==> src/rtl/queen_collector_pkg.sv <==
// Shared types, FSM encoding, error codes and the one-hot helper for the
// 8-queens solution collector.
package queen_collector_pkg;

  localparam int N_QUEENS = 8;
  localparam int N_PAIRS  = N_QUEENS * (N_QUEENS - 1) / 2;

  typedef logic [7:0] row_t;
  typedef logic [2:0] state_t;

  localparam state_t S_IDLE     = 3'd0;
  localparam state_t S_CAPTURE  = 3'd1;
  localparam state_t S_CHECK    = 3'd2;
  localparam state_t S_REPORT   = 3'd3;
  localparam state_t S_FINISHED = 3'd4;

  localparam logic [1:0] ERR_NONE    = 2'b00;
  localparam logic [1:0] ERR_ONE_HOT = 2'b01;
  localparam logic [1:0] ERR_COLUMN  = 2'b10;
  localparam logic [1:0] ERR_DIAG    = 2'b11;

  // Exactly one bit set: non-zero and clearing the lowest set bit leaves zero.
  function automatic logic is_one_hot(input row_t r);
    return (r != '0) && ((r & (r - 8'd1)) == '0);
  endfunction

endpackage

==> src/rtl/queen_pair_conflict.sv <==
// Column / diagonal conflict between two one-hot rows a given distance apart.
module queen_pair_conflict
  import queen_collector_pkg::*;
(
  input  row_t       row_a,
  input  row_t       row_b,
  input  logic [2:0] row_dist,
  output logic       col_hit,
  output logic       diag_hit
);

  row_t w_up;
  row_t w_dn;

  assign w_up     = row_a << row_dist;
  assign w_dn     = row_a >> row_dist;
  assign col_hit  = |(row_a & row_b);
  assign diag_hit = |((w_up | w_dn) & row_b);

endmodule

==> src/rtl/queen_solution_collector.sv <==
// Captures eight one-hot row bytes, checks the board for legality, counts legal
// boards and keeps the last legal board readable for the host.
module queen_solution_collector
  import queen_collector_pkg::*;
#(
  parameter int unsigned COUNT_W = 7
) (
  input  logic               clk,
  input  logic               reset,
  input  logic               in_valid,
  input  logic [7:0]         in_row_data,
  output logic               in_ready,
  input  logic               search_done,
  output logic               solution_valid,
  output logic               solution_error,
  output logic [1:0]         error_code,
  output logic [COUNT_W-1:0] solution_count,
  output logic               truncated,
  output logic               finished,
  input  logic [2:0]         read_row,
  output logic [7:0]         read_data
);

  state_t             r_state;
  row_t               r_slot  [N_QUEENS];
  row_t               r_board [N_QUEENS];
  logic [2:0]         r_idx;
  logic [1:0]         r_error_code;
  logic [COUNT_W-1:0] r_count;
  logic               r_truncated;

  logic               w_accept;
  logic [N_QUEENS-1:0] w_one_hot;
  logic [N_PAIRS-1:0]  w_col;
  logic [N_PAIRS-1:0]  w_diag;
  logic [1:0]         w_err_code;

  for (genvar gk = 0; gk < N_QUEENS; gk++) begin : g_one_hot
    assign w_one_hot[gk] = is_one_hot(r_slot[gk]);
  end

  // Pairs are numbered row-major over the upper triangle (i < j).
  for (genvar gi = 0; gi < N_QUEENS - 1; gi++) begin : g_row
    for (genvar gj = gi + 1; gj < N_QUEENS; gj++) begin : g_pair
      localparam int PAIR_IDX = gi * (2 * N_QUEENS - 1 - gi) / 2 + gj - gi - 1;
      queen_pair_conflict u_pair (
        .row_a   (r_slot[gi]),
        .row_b   (r_slot[gj]),
        .row_dist(3'(gj - gi)),
        .col_hit (w_col[PAIR_IDX]),
        .diag_hit(w_diag[PAIR_IDX])
      );
    end
  end

  always_comb begin
    w_err_code = ERR_NONE;
    if (!(&w_one_hot))  w_err_code = ERR_ONE_HOT;
    else if (|w_col)    w_err_code = ERR_COLUMN;
    else if (|w_diag)   w_err_code = ERR_DIAG;
  end

  assign in_ready       = (r_state == S_IDLE) || (r_state == S_CAPTURE);
  assign w_accept       = in_valid & in_ready;
  assign solution_valid = (r_state == S_REPORT) && (r_error_code == ERR_NONE);
  assign solution_error = (r_state == S_REPORT) && (r_error_code != ERR_NONE);
  assign error_code     = r_error_code;
  assign solution_count = r_count;
  assign truncated      = r_truncated;
  assign finished       = (r_state == S_FINISHED);
  assign read_data      = r_board[read_row];

  always_ff @(posedge clk) begin
    if (reset) begin
      r_state      <= S_IDLE;
      r_idx        <= '0;
      r_error_code <= ERR_NONE;
      r_count      <= '0;
      r_truncated  <= 1'b0;
      for (int k = 0; k < N_QUEENS; k++) begin
        r_slot[k]  <= '0;
        r_board[k] <= '0;
      end
    end else begin
      case (r_state)
        S_IDLE: begin
          // A byte in the same cycle as search_done takes priority.
          if (w_accept) begin
            r_slot[0] <= in_row_data;
            r_idx     <= 3'd1;
            r_state   <= S_CAPTURE;
          end else if (search_done) begin
            r_state <= S_FINISHED;
          end
        end
        S_CAPTURE: begin
          if (w_accept) begin
            r_slot[r_idx] <= in_row_data;
            r_idx         <= r_idx + 3'd1;
            if (r_idx == 3'd7) r_state <= S_CHECK;
          end else if (search_done) begin
            r_truncated <= 1'b1;
            r_state     <= S_FINISHED;
          end
        end
        S_CHECK: begin
          r_error_code <= w_err_code;
          r_state      <= S_REPORT;
        end
        S_REPORT: begin
          if (r_error_code == ERR_NONE) begin
            if (r_count != '1) r_count <= r_count + COUNT_W'(1);
            for (int k = 0; k < N_QUEENS; k++) r_board[k] <= r_slot[k];
          end
          r_state <= S_IDLE;
        end
        S_FINISHED: r_state <= S_FINISHED;
        default:    r_state <= S_IDLE;
      endcase
    end
  end

endmodule

==> config.mk <==
export PLATFORM = sky130hd
export DESIGN_NAME = queen_solution_collector
export DESIGN_NICKNAME = d
export VERILOG_FILES = /design/src/rtl/queen_collector_pkg.sv /design/src/rtl/queen_pair_conflict.sv /design/src/rtl/queen_solution_collector.sv
export SDC_FILE = /design/constraint.sdc
export NUM_CORES = 1
export LEC_CHECK = 0
export ABC_AREA = 1
export ABC_CLOCK_PERIOD_IN_PS = 4100
export CORE_ASPECT_RATIO = 0.5
export CORE_MARGIN = 5
export CORE_UTILIZATION = 55
export DETAILED_ROUTE_END_ITERATION = 8
export HOLD_SLACK_MARGIN = 0.05
export PLACE_DENSITY_LB_ADDON = 0.15
export SLEW_MARGIN = 20
export SYNTH_ARGS = -nofsm -noshare
export SYNTH_HDL_FRONTEND = slang
export SYNTH_SLANG_ARGS = --single-unit
export TNS_END_PERCENT = 100
==> constraint.sdc <==
create_clock -name clk -period 4.1 [get_ports clk]
set_clock_uncertainty 0.2 [all_clocks]
set_input_delay 0.41 -clock clk [delete_from_list [all_inputs] [get_ports clk]]
set_output_delay 0.41 -clock clk [all_outputs]
set_load 0.005 [all_outputs]
==> qor.yml, run 1 <==
synthesis:
  netlist.area_leader.share_pct: 36.76
  ys_top_cells_by_count: "nand2_1, nor2_1, edfxtp_1"
  yosysMostFrequentCell: "nand2_1"
  netlist_area_um2: 10460
  syn_inst: 1621
  ys_seq_area_share_pct: 39.82
  ys.flop_type: "edfxtp_1"
  synthTopCellsByArea: "edfxtp_1, nand2_1, nor2_1"
  yosysUniqueCellTypes: 39
  ys_seq_elements: 144
  async_flop_share_pct: 0
  synth_edf_count: 128
  postSynthAreaPerCell_um2: 6.451
  synth_warnings: 0
  synthesis.nets: 1639
  synth_top_area_cell: "edfxtp_1"
critical_path:
  crit_family: "buffers and inverters"
  critPathSlowestCell: "inv_1"
  crit_chain: "clkdlybuf4s50_1 -> inv_1 -> o21ai_0 -> o22ai_1 -> nor2_1 -> a31oi_1 -> clkdlybuf4s50_1"
  worstPathArrival_ps: 2510
  cp.required_ps: 3490
  setup.worst_path.end_class: "primary output"
  criticalPathCategory: "in2out"
  path_buf_inv: 3
  critPathMaxStageDelay_ps: 560
  critPathMaxFanout: 32
  cpMostUsedCell: "clkdlybuf4s50_1"
  cp-start-kind: "input port"
floorplan:
  fp.dieArea_um2: 22040
  rows: 35
  start_util_pct: 56.45
  core_area_um2: 18520
  die_width_um: 205.0
  die_h_um: 107.5
  ioPinCount: 37
min_path:
  hp-class: "reg2reg"
global_route:
  grt_usage_pct: 34.02
  grt_max_degree: 65
  grt_overflow_total: 0
  grt_antenna_before_repair: 0
  grt_pass1_wl_um: 57620
  gr-usage-met2_pct: 50.27
  grt-busiest-layer: "met2"
  grt_use_met3_pct: 10.78
  grt_pass1_vias: 10331
  use_met1_pct: 47.16
finish:
  finalInstanceArea_um2: 11110
  final_net_count: 1575
  final_cells: 1829
  n_antenna_cell: 0
  drive_gt1_share_pct: 4.650
  syn_to_final_growth_pct: 6.222
routing:
  wire_per_inst_um: 20.11
  drc: 0
  dr.first_iter.drc_count: 1837
  wl_um: 36790
  vias: 10877
  first_pass_iters: 6
  viasPerCell: 5.947
  ant_nets: 0
cts:
  clk_latency_ps: 440
  clock_sinks: 144
  post_cts_buffers: 0
  cts_buffers: 17
  cts_tree: "done"
  post_cts_resized: 0
  h-tree-depth: 4
  hold_buffers: 0
  clkSlewWorstSetupHoldPaths_ps: 60
  cts_root_buffer: "clkbuf_16"
  cts.path.max_buffers: 2
sta:
  tightest_slew_ps: 1024
  rsz0062_at_grt: "no"
  tns_ps: 0
  whs_ps: 291.8
  period_share_pct: 76.06
  min_period_ps: 3118
  setup_viol: 0
  relSlewSlack_pct: 31.73
  max_freq_ghz: 0.3207
  hold_violations: 0
  drv_slew: 0
outcome:
  status: "finished clean"
power:
  cellPowerDensity_nw_per_um2: 349.2
  finalPower_mw: 3.879
  p_leak_nw: 4.828
  ir_drop_mv: 0.2943
place:
  place_area_um2: 10550
  port-buffer-count: 36
  dp_cells: 1797
  dp_hpwl_um: 23420
  gp_congestion: 0.9708
run:
  max-cap-violations: 0
routing by layer:
metal / part of all wire [%] / routed length, um
met1: 40 / 14610
met2: 41 / 15240
met3: 15 / 5630
met4: 3.5 / 1297
met5: 0 / 0
flip-flops by register name, indices dropped and copies added, names as in the netlist:
register and flops:
error_code 2, r_slot 64, r_board 64, r_state 3
r_idx 3, solution_count 7, truncated 1
kinds of logic (layout without fill, tap and decap cells):
kind of cell	after synthesis	after routing	synth area share, %
compound gates	186	186	9.560
xor+xnor	1	1	0.08377
fa+ha+maj	3	3	0.3590
buf+inv	241	190	10.34
flops	144	144	39.82
simple gates	1046	1046	39.84
placed cells by master, fill, tap and decap left out, types with 2 or more instances in the layout:
cell type / Yosys / layout
a31oi_1: 8 / 8
nor3_2: 3 / 3
clkinv_1: 1 / 2
o21bai_1: 2 / 2
nor2_1: 366 / 366
nor2_4: 2 / 2
nand3_1: 64 / 64
clkinvlp_4: 0 / 6
nor3_1: 2 / 2
dfxtp_1: 16 / 16
clkbuf_16: 0 / 17
inv_1: 101 / 101
o21a_1: 2 / 2
clkdlybuf4s50_1: 0 / 36
o21ai_1: 26 / 26
nand4_1: 30 / 30
buf_4: 1 / 7
nor2_2: 8 / 8
a32o_1: 2 / 2
nand2_1: 564 / 563
inv_6: 0 / 5
edfxtp_1: 128 / 128
nand2_2: 4 / 5
inv_2: 13 / 13
o21ai_0: 117 / 117
ha_1: 3 / 3
a21oi_1: 14 / 14
o22ai_1: 8 / 8
tightest hold or removal path, delay by kind of cell, from the launching register on:
| kind | cells | cell delay [ps] |
|---|---|---|
| DFF | 1 | 330 |
| and+or+nand+nor | 2 | 120 |
metrics by stage:
stage | util, % | worst slack, ps
6_report | 59.97 | 981.6
5_1_grt | 59.97 | 756.1
4_1_cts | 59.97 | 994.0
3_5_place_dp | 56.94 | 1003
3_3_place_gp | 56.94 | 1100
2_1_floorplan | - | 1109
path summary, 6_finish.rpt:
path                      from       endpoint  slack [ps]  cells after the start
setup / recovery   read_row[0]   read_data[7]         980                      7
setup reg to reg  r_slot[3][4]  error_code[1]        1340                     10
hold / removal       truncated      truncated         290                      2
hold reg to reg      truncated      truncated         290                      2
report_power, final:
part | leakage, nW | switching [mW] | internal, mW
combinational | 3.12 | 0.301 | 0.189
sequential | 1.45 | 0.233 | 1.67
clock | 0.254 | 0.648 | 0.840
total | 4.83 | 1.18 | 2.70
final cells by class:
class,count,area [um2]
Clock buffer,18,429.2
Timing Repair Buffer,43,412.9
Fill cell,1720,7416
Sequential cell,144,4164
Clock inverter,14,131.4
Inverter,115,431.7
Tap cell,259,324.1
Multi-Input combinational cell,1236,5215
Note: power is estimated with default switching activity, not from simulation.
==> inputs of run 2 (changes only) <==
- ABC_CLOCK_PERIOD_IN_PS: 4100 -> 2800
- clock period: 4.1 -> 2.8 ns (I/O delays scaled with it)
==> qor.yml, run 2 (same netlist as run 1, synthesis figures left out) <==
outcome:
  status: "finished clean"
place:
  gp_congestion: 1.036  # +6.8%
  dp_hpwl_um: 26290  # +12%
  port-buffer-count: 36  # unchanged
  dp_cells: 1850  # +2.9%
floorplan:
  ioPinCount: 37  # unchanged
  rows: 35  # unchanged
  die_width_um: 205.0  # unchanged
  die_h_um: 107.5  # unchanged
  fp.dieArea_um2: 22040  # unchanged
  core_area_um2: 18520  # unchanged
  start_util_pct: 56.45  # unchanged
global_route:
  grt_pass1_vias: 10493  # +1.6%
  grt_max_degree: 49  # -25%
  grt_usage_pct: 35.53  # +1.5 points
  grt_overflow_total: 0  # unchanged
  grt_pass1_wl_um: 59630  # +3.5%
  grt_antenna_before_repair: 0  # unchanged
critical_path:
  cp-start-kind: "input port"
  cp.required_ps: 2320  # -1170 ps
  setup.worst_path.end_class: "primary output"
  worstPathArrival_ps: 2220  # -290 ps
  critPathMaxStageDelay_ps: 550  # about the same
  crit_chain: "clkdlybuf4s50_1 -> buf_4 -> o21ai_0 -> o22ai_1 -> nor2_1 -> a31oi_1 -> clkdlybuf4s50_1"
  r2r_slack_ps: 210  # -1130 ps
  critPathMaxFanout: 16  # -50%
  criticalPathCategory: "in2out"
  cpMostUsedCell: "clkdlybuf4s50_1"
  path_buf_inv: 3  # unchanged
  critPathSlowestCell: "clkdlybuf4s50_1"
  crit_family: "buffers and inverters"
sta:
  hold_violations: 0  # unchanged
  drv_slew: 0  # unchanged
  relSlewSlack_pct: 36.05  # +4.3 points
  tightest_slew_ps: 959.2  # -64.79 ps
  max_freq_ghz: 0.3705
  min_period_ps: 2699
  setup_viol: 0  # unchanged
  period_share_pct: 96.40
power:
  finalPower_mw: 5.682  # +46%
  ir_drop_mv: 0.4314  # +47%
  p_leak_nw: 5.109  # +5.8%
  cellPowerDensity_nw_per_um2: 493.2  # +41%
cts:
  cts.path.max_buffers: 2  # unchanged
  clock_sinks: 144  # unchanged
  cts_root_buffer: "clkbuf_16"
  hold_buffers: 0  # unchanged
  post_cts_buffers: 0  # unchanged
  h-tree-depth: 4  # unchanged
  clkSlewWorstSetupHoldPaths_ps: 60  # about the same
  clk_latency_ps: 440  # about the same
  cts_tree: "done"
  cts_buffers: 17  # unchanged
finish:
  final_net_count: 1628  # +3.4%
  final_cell_mix: "nand2_1, nor2_1, edfxtp_1, o21ai_0, inv_1"
  final_common_cell: "nand2_1"
  n_antenna_cell: 0  # unchanged
  syn_to_final_growth_pct: 10.18
  final_cells: 1882  # +2.9%
  drive_gt1_share_pct: 7.702  # +3.1 points
routing:
  ant_nets: 0  # unchanged
  dr.first_iter.drc_count: 2054  # +12%
  first_pass_iters: 6  # unchanged
  wl_um: 38210  # +3.9%
  drc: 0  # unchanged
  viasPerCell: 5.944  # about the same
  vias: 11187  # +2.9%
  wire_per_inst_um: 20.30  # +0.95%
run:
  max-cap-violations: 0  # unchanged
min_path:
  hp-class: "reg2reg"
==> run 2: cell type report <==
type / count / area [um2]
Clock buffer: 18 / 429.2
Clock inverter: 14 / 116.4
Fill cell: 1666 / 7002
Inverter: 115 / 435.4
Multi-Input combinational cell: 1236 / 5215
Sequential cell: 144 / 4164
Tap cell: 259 / 324.1
Timing Repair Buffer: 96 / 838.3
==> run 2: worst paths after layout <==
| path | startpoint | endpoint | cells past startpoint |
|---|---|---|---|
| worst min register to register | solution_count[0] | solution_count[0] | 1 |
| worst min-delay path | solution_count[0] | solution_count[0] | 1 |
| worst max-delay path | read_row[0] | read_data[2] | 7 |
| worst max register to register | r_slot[5][3] | error_code[1] | 11 |
==> run 2: worst register-to-register path, delay by kind of cell, from the launching register on <==
kind | cells | cell delay, ps
AO/OA/AOI/OAI | 2 | 290
flip-flops | 1 | 740
AND/OR/NAND/NOR | 9 | 1300
==> run 2: metal layers <==
| metal | share of wire [%] | vias up | wire length, um | global-route usage [%] |
|---|---|---|---|---|
| met5 | 0 | - | 0 | 0 |
| met4 | 3.4 | 0 | 1306 | 12.80 |
| li1 | - | 5106 | - | - |
| met2 | 41 | 893 | 15610 | 51.83 |
| met1 | 40 | 5057 | 15310 | 49.42 |
| met3 | 16 | 131 | 5983 | 11.74 |
==> run 2: power breakdown <==
part           switching [mW]  internal (mW)
sequential              0.250           2.44
clock                   0.908           1.21
combinational           0.549          0.320
==> run 2: timing repair <==
item                                   in CTS  in global routing
endpoints found under the hold margin       0                  0
resized for setup                           0                  3
setup endpoints to repair                   0                  7
==> run 2: through the flow <==
step	hold WS (ps)	instance area (um2)	setup slack, ps	setup TNS [ps]	util (%)
after floorplan	265.0	10460	538.2	0	-
after global placement	276.8	10970	142.3	0	59.22
after detailed placement	282.8	10970	75.07	0	59.22
after CTS	301.2	11520	72.99	0	62.17
after global routing	330.9	11520	-4.168	-4.168	62.20
final	301.7	11520	100.7	0	62.20
==> inputs of run 3 (changes only) <==
- SKIP_CTS_REPAIR_TIMING: unset -> 1
==> results of run 3 <==
Same layout as run 2: the final DEF is identical, and so are final timing and power.
